[src/rtl/keypad_scanner.sv]
// rtl/keypad_scanner.sv - 4x4 matrix keypad scanner with debounce and one report per press
// Drives one active-low column per slot and samples synchronized rows once per slot.
module keypad_scanner #(
    parameter int SCAN_DIV     = 50000,
    parameter int DEBOUNCE_CNT = 4
) (
    input  logic       clk,
    input  logic       rst_n,
    input  logic [3:0] row_n,
    output logic [3:0] col_n,
    output logic       key_valid,
    output logic [3:0] key_code,
    output logic       key_down
);

    localparam int SW = (SCAN_DIV > 1) ? $clog2(SCAN_DIV) : 1;
    localparam int MW = $clog2(DEBOUNCE_CNT + 1);
    localparam logic [SW-1:0] SLOT_LAST  = SW'(SCAN_DIV - 1);
    localparam logic [MW-1:0] MATCH_LAST = MW'(DEBOUNCE_CNT - 1);
    localparam logic [MW-1:0] MATCH_ONE  = MW'(1);

    typedef enum logic [1:0] {
        SCAN     = 2'd0,
        DEBOUNCE = 2'd1,
        HELD     = 2'd2,
        RELEASE  = 2'd3
    } state_t;

    state_t        state_q;
    logic [3:0]    rs1_q;
    logic [3:0]    rs_n_q;
    logic [SW-1:0] slot_cnt_q;
    logic [SW-1:0] slot_cnt_d;
    logic [1:0]    col_idx_q;
    logic [1:0]    col_idx_d;
    logic [3:0]    col_n_q;
    logic [3:0]    col_n_d;
    logic [1:0]    row_idx_q;
    logic [MW-1:0] match_cnt_q;
    logic          key_valid_q;
    logic [3:0]    key_code_q;
    logic          key_down_q;

    logic          sample;
    logic          any_low;
    logic [1:0]    first_row;
    logic          row_hit;

    always_comb begin
        sample     = (slot_cnt_q == SLOT_LAST);
        slot_cnt_d = sample ? '0 : slot_cnt_q + SW'(1);
        col_idx_d  = col_idx_q + 2'd1;
        col_n_d    = ~(4'b0001 << col_idx_d);
        any_low    = (rs_n_q != 4'b1111);
        row_hit    = ~rs_n_q[row_idx_q];
        // Lowest-index pressed row wins when several rows are low.
        first_row  = 2'd0;
        if (!rs_n_q[0])      first_row = 2'd0;
        else if (!rs_n_q[1]) first_row = 2'd1;
        else if (!rs_n_q[2]) first_row = 2'd2;
        else if (!rs_n_q[3]) first_row = 2'd3;
    end

    always_ff @(posedge clk or negedge rst_n) begin
        if (!rst_n) begin
            rs1_q      <= 4'b1111;
            rs_n_q     <= 4'b1111;
            slot_cnt_q <= '0;
        end else begin
            rs1_q      <= row_n;
            rs_n_q     <= rs1_q;
            slot_cnt_q <= slot_cnt_d;
        end
    end

    always_ff @(posedge clk or negedge rst_n) begin
        if (!rst_n) begin
            state_q     <= SCAN;
            col_idx_q   <= 2'd0;
            col_n_q     <= 4'b1110;
            row_idx_q   <= 2'd0;
            match_cnt_q <= '0;
            key_valid_q <= 1'b0;
            key_code_q  <= 4'h0;
            key_down_q  <= 1'b0;
        end else begin
            key_valid_q <= 1'b0;
            if (sample) begin
                case (state_q)
                    SCAN: begin
                        if (any_low) begin
                            row_idx_q   <= first_row;
                            match_cnt_q <= MATCH_ONE;
                            if (DEBOUNCE_CNT == 1) begin
                                key_valid_q <= 1'b1;
                                key_code_q  <= {first_row, col_idx_q};
                                key_down_q  <= 1'b1;
                                state_q     <= HELD;
                            end else begin
                                state_q <= DEBOUNCE;
                            end
                        end else begin
                            col_idx_q <= col_idx_d;
                            col_n_q   <= col_n_d;
                        end
                    end
                    DEBOUNCE: begin
                        if (row_hit) begin
                            if (match_cnt_q == MATCH_LAST) begin
                                key_valid_q <= 1'b1;
                                key_code_q  <= {row_idx_q, col_idx_q};
                                key_down_q  <= 1'b1;
                                state_q     <= HELD;
                            end else begin
                                match_cnt_q <= match_cnt_q + MATCH_ONE;
                            end
                        end else begin
                            state_q   <= SCAN;
                            col_idx_q <= col_idx_d;
                            col_n_q   <= col_n_d;
                        end
                    end
                    HELD: begin
                        if (!row_hit) begin
                            match_cnt_q <= MATCH_ONE;
                            if (DEBOUNCE_CNT == 1) begin
                                key_down_q <= 1'b0;
                                state_q    <= SCAN;
                                col_idx_q  <= col_idx_d;
                                col_n_q    <= col_n_d;
                            end else begin
                                state_q <= RELEASE;
                            end
                        end
                    end
                    RELEASE: begin
                        if (!row_hit) begin
                            if (match_cnt_q == MATCH_LAST) begin
                                key_down_q <= 1'b0;
                                state_q    <= SCAN;
                                col_idx_q  <= col_idx_d;
                                col_n_q    <= col_n_d;
                            end else begin
                                match_cnt_q <= match_cnt_q + MATCH_ONE;
                            end
                        end else begin
                            state_q <= HELD;
                        end
                    end
                    default: state_q <= SCAN;
                endcase
            end
        end
    end

    assign col_n     = col_n_q;
    assign key_valid = key_valid_q;
    assign key_code  = key_code_q;
    assign key_down  = key_down_q;

endmodule

[config.mk]
export PLATFORM = sky130hd
export DESIGN_NAME = keypad_scanner
export DESIGN_NICKNAME = d
export VERILOG_FILES = /design/src/rtl/keypad_scanner.sv
export SDC_FILE = /design/constraint.sdc
export NUM_CORES = 1
export LEC_CHECK = 0
export ABC_AREA = 1
export BUFFER_PORTS_ARGS = -buffer_cell sky130_fd_sc_hd__buf_2
export CAP_MARGIN = 0
export CORE_MARGIN = 1.5
export CORE_UTILIZATION = 53
export DETAILED_ROUTE_END_ITERATION = 8
export GPL_ROUTABILITY_DRIVEN = 0
export PLACE_DENSITY = 0.83
export SLEW_MARGIN = 25
export SYNTH_ARGS = -nofsm -noshare
export SYNTH_HDL_FRONTEND = slang
export SYNTH_SLANG_ARGS = --single-unit
[constraint.sdc]
create_clock -name clk -period 1.6 [get_ports clk]
set_clock_uncertainty 0.15 [all_clocks]
set_input_delay 0.24 -clock clk [delete_from_list [all_inputs] [get_ports clk]]
set_output_delay 0.24 -clock clk [all_outputs]
set_load 0.005 [all_outputs]
==> impl.org <==
** Finish
- Sequential cell area :: 1090 sq um
- The multi-input combinational cells in the finished layout cover a total of 1140 sq um.
- Net count reported at finish :: 330
- # fillers :: 260
- The repair_antennas step left the layout with diodes totalling 0.
- Ratio of cells with drive above 1 in the final layout :: 38.5%
- Synthesis-to-finish area growth :: 33.6%

** Floorplanning
- The initialized floorplan defines 23 standard-cell rows.
- The total area inside the core boundary comes to 3970 sq um.
- The die is 66.9 microns tall.
- For this design the top-level I/O count stands at 16.
- Measured along the x axis, the die boundary spans 66.9 microns.
- Once the floorplan was initialized, standard cells occupied 54.5% of the core.
- Total Die Area :: 4470 sq um

** Route
- Final ANT Viol Nets :: 0
- Number of DRC violations after detailed routing :: 0
- Via density per instance :: 5.17
- In the final routed layout, each cell accounts on average for 13.8 microns.
- Total wire length after detailed routing :: 5.05 mm
- TritonRoute pass-1 iters :: 4
- In this run, the number of DRC markers left after iteration 0 of detailed routing was 142.
- The routed layout has 1899 vias.

** Power
- Net switching is 19.4% of the power.
- Registers are responsible for 54.7% of the overall power.
- Power spread over the standard cell area amounts to around 700 nW/um^2.
- Internal Dissipation :: 1.64 mW
- Summed over all cells, the static leakage comes to 1.42 nW.
- Clock power frac :: between 40% and 50%
- Combinational group share of total power :: 3.2%
- Worst IR Drop VDD :: 0.773 mV
- In this run the power spent charging and discharging nets is 0.394 mW.

** Synth
- By area the synthesized netlist is led by dfrtp_1, dfstp_2, nand2_1, nor2_1, inv_1.
- Counting flops with an async set or reset pin after synthesis yields a share of 100%.
- For this run, the leading register cell type out of synthesis is dfrtp_1.
- Average cell area after synthesis :: 8.38 sq um
- Post-synthesis cell count :: 258
- Number of different library cells in the post-synthesis netlist :: 29
- Summed instance area of the synthesized netlist :: 2160 sq um
- nand2_1 is the most common cell in the netlist.
- The synthesized design contains 43 register bits.
- Summing the sequential cell areas from Yosys gives 50.4% of the chip area.
- Fraction of synthesized cell area taken by the top area cell type :: 37.0%
- Cell taking the most area after synthesis :: dfrtp_1
- Most common library cells after synthesis :: nand2_1, dfrtp_1, nor2_1
- The Yosys step of the flow raised 0 warnings.
- Total nets after synthesis :: about 270
- Number of enable-type register cells in the synthesized netlist :: 0

** Clock tree
- TritonCTS built the clock tree.
- The clock passes through at most 2 buffers.
- Clock slew at reported path FFs :: 0.08 ns
- Depth of the CTS H-tree :: 2
- For the worst-skew pair, the clock arrives at the later sink with an insertion delay of 0.30 ns.
- CTS placed an instance of clkbuf_8 at the clock tree root.
- TritonCTS Buffers :: 5
- CTS Sinks :: 43

** Critical path
- The slowest stage of the critical path belongs to the cell dfrtp_1.
- The setup path with the least slack is of type flop to flop.
- STA classifies the critical path endpoint as a flop.
- Top fanout value on the critical path :: 3
- Data on the critical path arrives at its endpoint at 1.74 ns.
- Crit. Startpoint :: slot_cnt_q[0]
- Kind of cell with the highest combined delay on the critical path :: simple AND/OR/NAND/NOR gates
- Cells along the critical path :: ha_2 -> nand2_2 -> nor2_4 -> nand2_4 -> nor4_4 -> nand3_1 -> nand2_1 -> inv_1
- The number of buffers and inverters on the critical path is 1.
- STA classifies the critical path startpoint as a flop.
- STA puts the critical path data required time at ~1.6 ns.
- In this run the critical register-to-register path is launched from slot_cnt_q[0].
- In this run the register-to-register setup slack is -0.10 ns.
- Measured in cells, the most critical reg-to-reg path has a length of 8.
- Reg-to-reg endpoint :: slot_cnt_q[12]
- Max incr delay on CP :: ~0.37 ns

** Placement
- Detailed-placement wirelength estimate :: between 3 and 4 mm
- Number of I/O port buffers :: 15
- OpenSTA, run right after detailed placement, puts the worst setup slack at -0.0703 ns.

** Job
- The tool flagged a number of max-cap violations equal to 0.

** STA
- Actual slew at the worst max-slew pin :: 0.430 ns
- Fin crit period :: 1.70 ns
- Relative slew slack :: between 70 and 80%
- Number of max-slew violations in the final report :: 0
- Crit share post-route :: 106%
- Unrepaired setup endpoints after global routing :: true
- After routing, the total negative slack on setup checks comes to -0.536 ns.
- For this run, the top clock speed supported by timing is slightly below 600 MHz.
- After layout, the worst setup slack is -0.102 ns.
- Hold Vio Cnt, Final :: 0
- The tightest hold path in the finished design has a slack of just over 0.2 ns.
- Setup violations remaining at the end of the flow were counted as 16.

** Min path
- The worst hold path was traced through 0 stages.
- Hold worst-path end :: rs_n_q[0]
- Worst Hold Class :: flop to flop
- The worst hold path begins at rs1_q[0].

** Global routing
- Pin count of the biggest net entering global routing :: 21
- Antenna violations before repair :: 0
- Total global-route track usage :: 21.8%
- Wire length of the first global-routing pass :: 7.31 mm
- The number of global-route vias before repair was 1692.
- After global routing the overflow that remains totals 0.

** Status
- Run status :: finished, violations left
- The final reports fail on negative setup slack.
[power by group through the flow]
stage | sequential [mW] | clock [mW] | combinational, mW
floorplan | 1.13 | 0 | 0.0101
global placement | 1.13 | 0 | 0.0455
detailed placement | 1.13 | 0 | 0.0464
CTS | 1.11 | 0.870 | 0.0567
global route | 1.11 | 0.930 | 0.0717
finish | 1.11 | 0.854 | 0.0641
[per-stage QoR]
stage	instance area (sq um)	power (mW)	utilization, %	instances
after global routing	2890	2.11	72.8	367
after global placement	2480	1.18	62.6	347
after CTS	2720	2.04	68.4	361
final	2890	2.03	72.8	367
after detailed placement	2480	1.18	62.6	347
after floorplan	2170	1.14	-	258
[flip-flops by register name (all words and copies together), names as in the netlist, named ones only]
register	count
col_n	4
slot_cnt_q	16
state_q	1
key_valid	1
key_down	1
match_cnt_q	3
key_code	4
col_idx_q	2
rs1_q	4
rs_n_q	4
row_idx_q	2
[layer usage]
| metal | share of wire [%] | wire (microns) | global-route usage, % | vias to the layer above |
|---|---|---|---|---|
| met5 | 0 | 0 | 0 | - |
| met3 | 4.6 | 232 | 6.08 | 10 |
| met4 | 1.8 | 92 | 6.12 | 0 |
| li1 | - | - | - | 928 |
| met1 | 44 | 2200 | 28.0 | 904 |
| met2 | 50 | 2520 | 35.9 | 57 |
[cell families after synthesis]
| family | count (synthesis) | synth area share [%] |
|---|---|---|
| and+or+nand+nor | 143 | 30.4 |
| xor gates and xnor gates | 5 | 2.02 |
| buffers and inverters | 33 | 6.02 |
| DFF | 43 | 50.4 |
| AOI/OAI and AO/OA | 26 | 6.54 |
| adders and majority gates | 8 | 4.63 |
[timing repair]
item                                   4_1_cts  5_1_grt
setup endpoints to repair                   13       27
setup buffers                                0        5
pin swaps                                    2       16
gates cloned                                 1        1
hold buffers                                 5        0
resized for setup                           15       37
endpoints found under the hold margin       13        0
[how the worst max path moves through the flow]
stage	end	cells after the start
finish	slot_cnt_q[12]	8
floorplan	state_q[0]	7
global placement	match_cnt_q[1]	9
detailed placement	flop	8
CTS	flop	8
global route	row_idx_q[0]	8
[placed cells by master (no fill, tap or decap), types with 9 or more instances in the layout]
master	netlist	layout
nand2_1	72	63
dfrtp_1	32	30
buf_4	1	30
inv_1	27	25
nor2_1	29	21
buf_2	0	15
o21ai_1	11	12
dfstp_2	11	11
nand3_1	16	10
nor2_2	5	10
nand2_2	3	9
[cell type report]
class                   count  area share (%)
well taps                  50            2.16
clock buffers               6            2.86
inverters                  32            4.37
multi-input cells         184            39.5
repair buffers             50            12.1
flip-flops and latches     43            37.8
clock inverters             2            1.21
No activity file was read; power rests on OpenSTA's default activity.
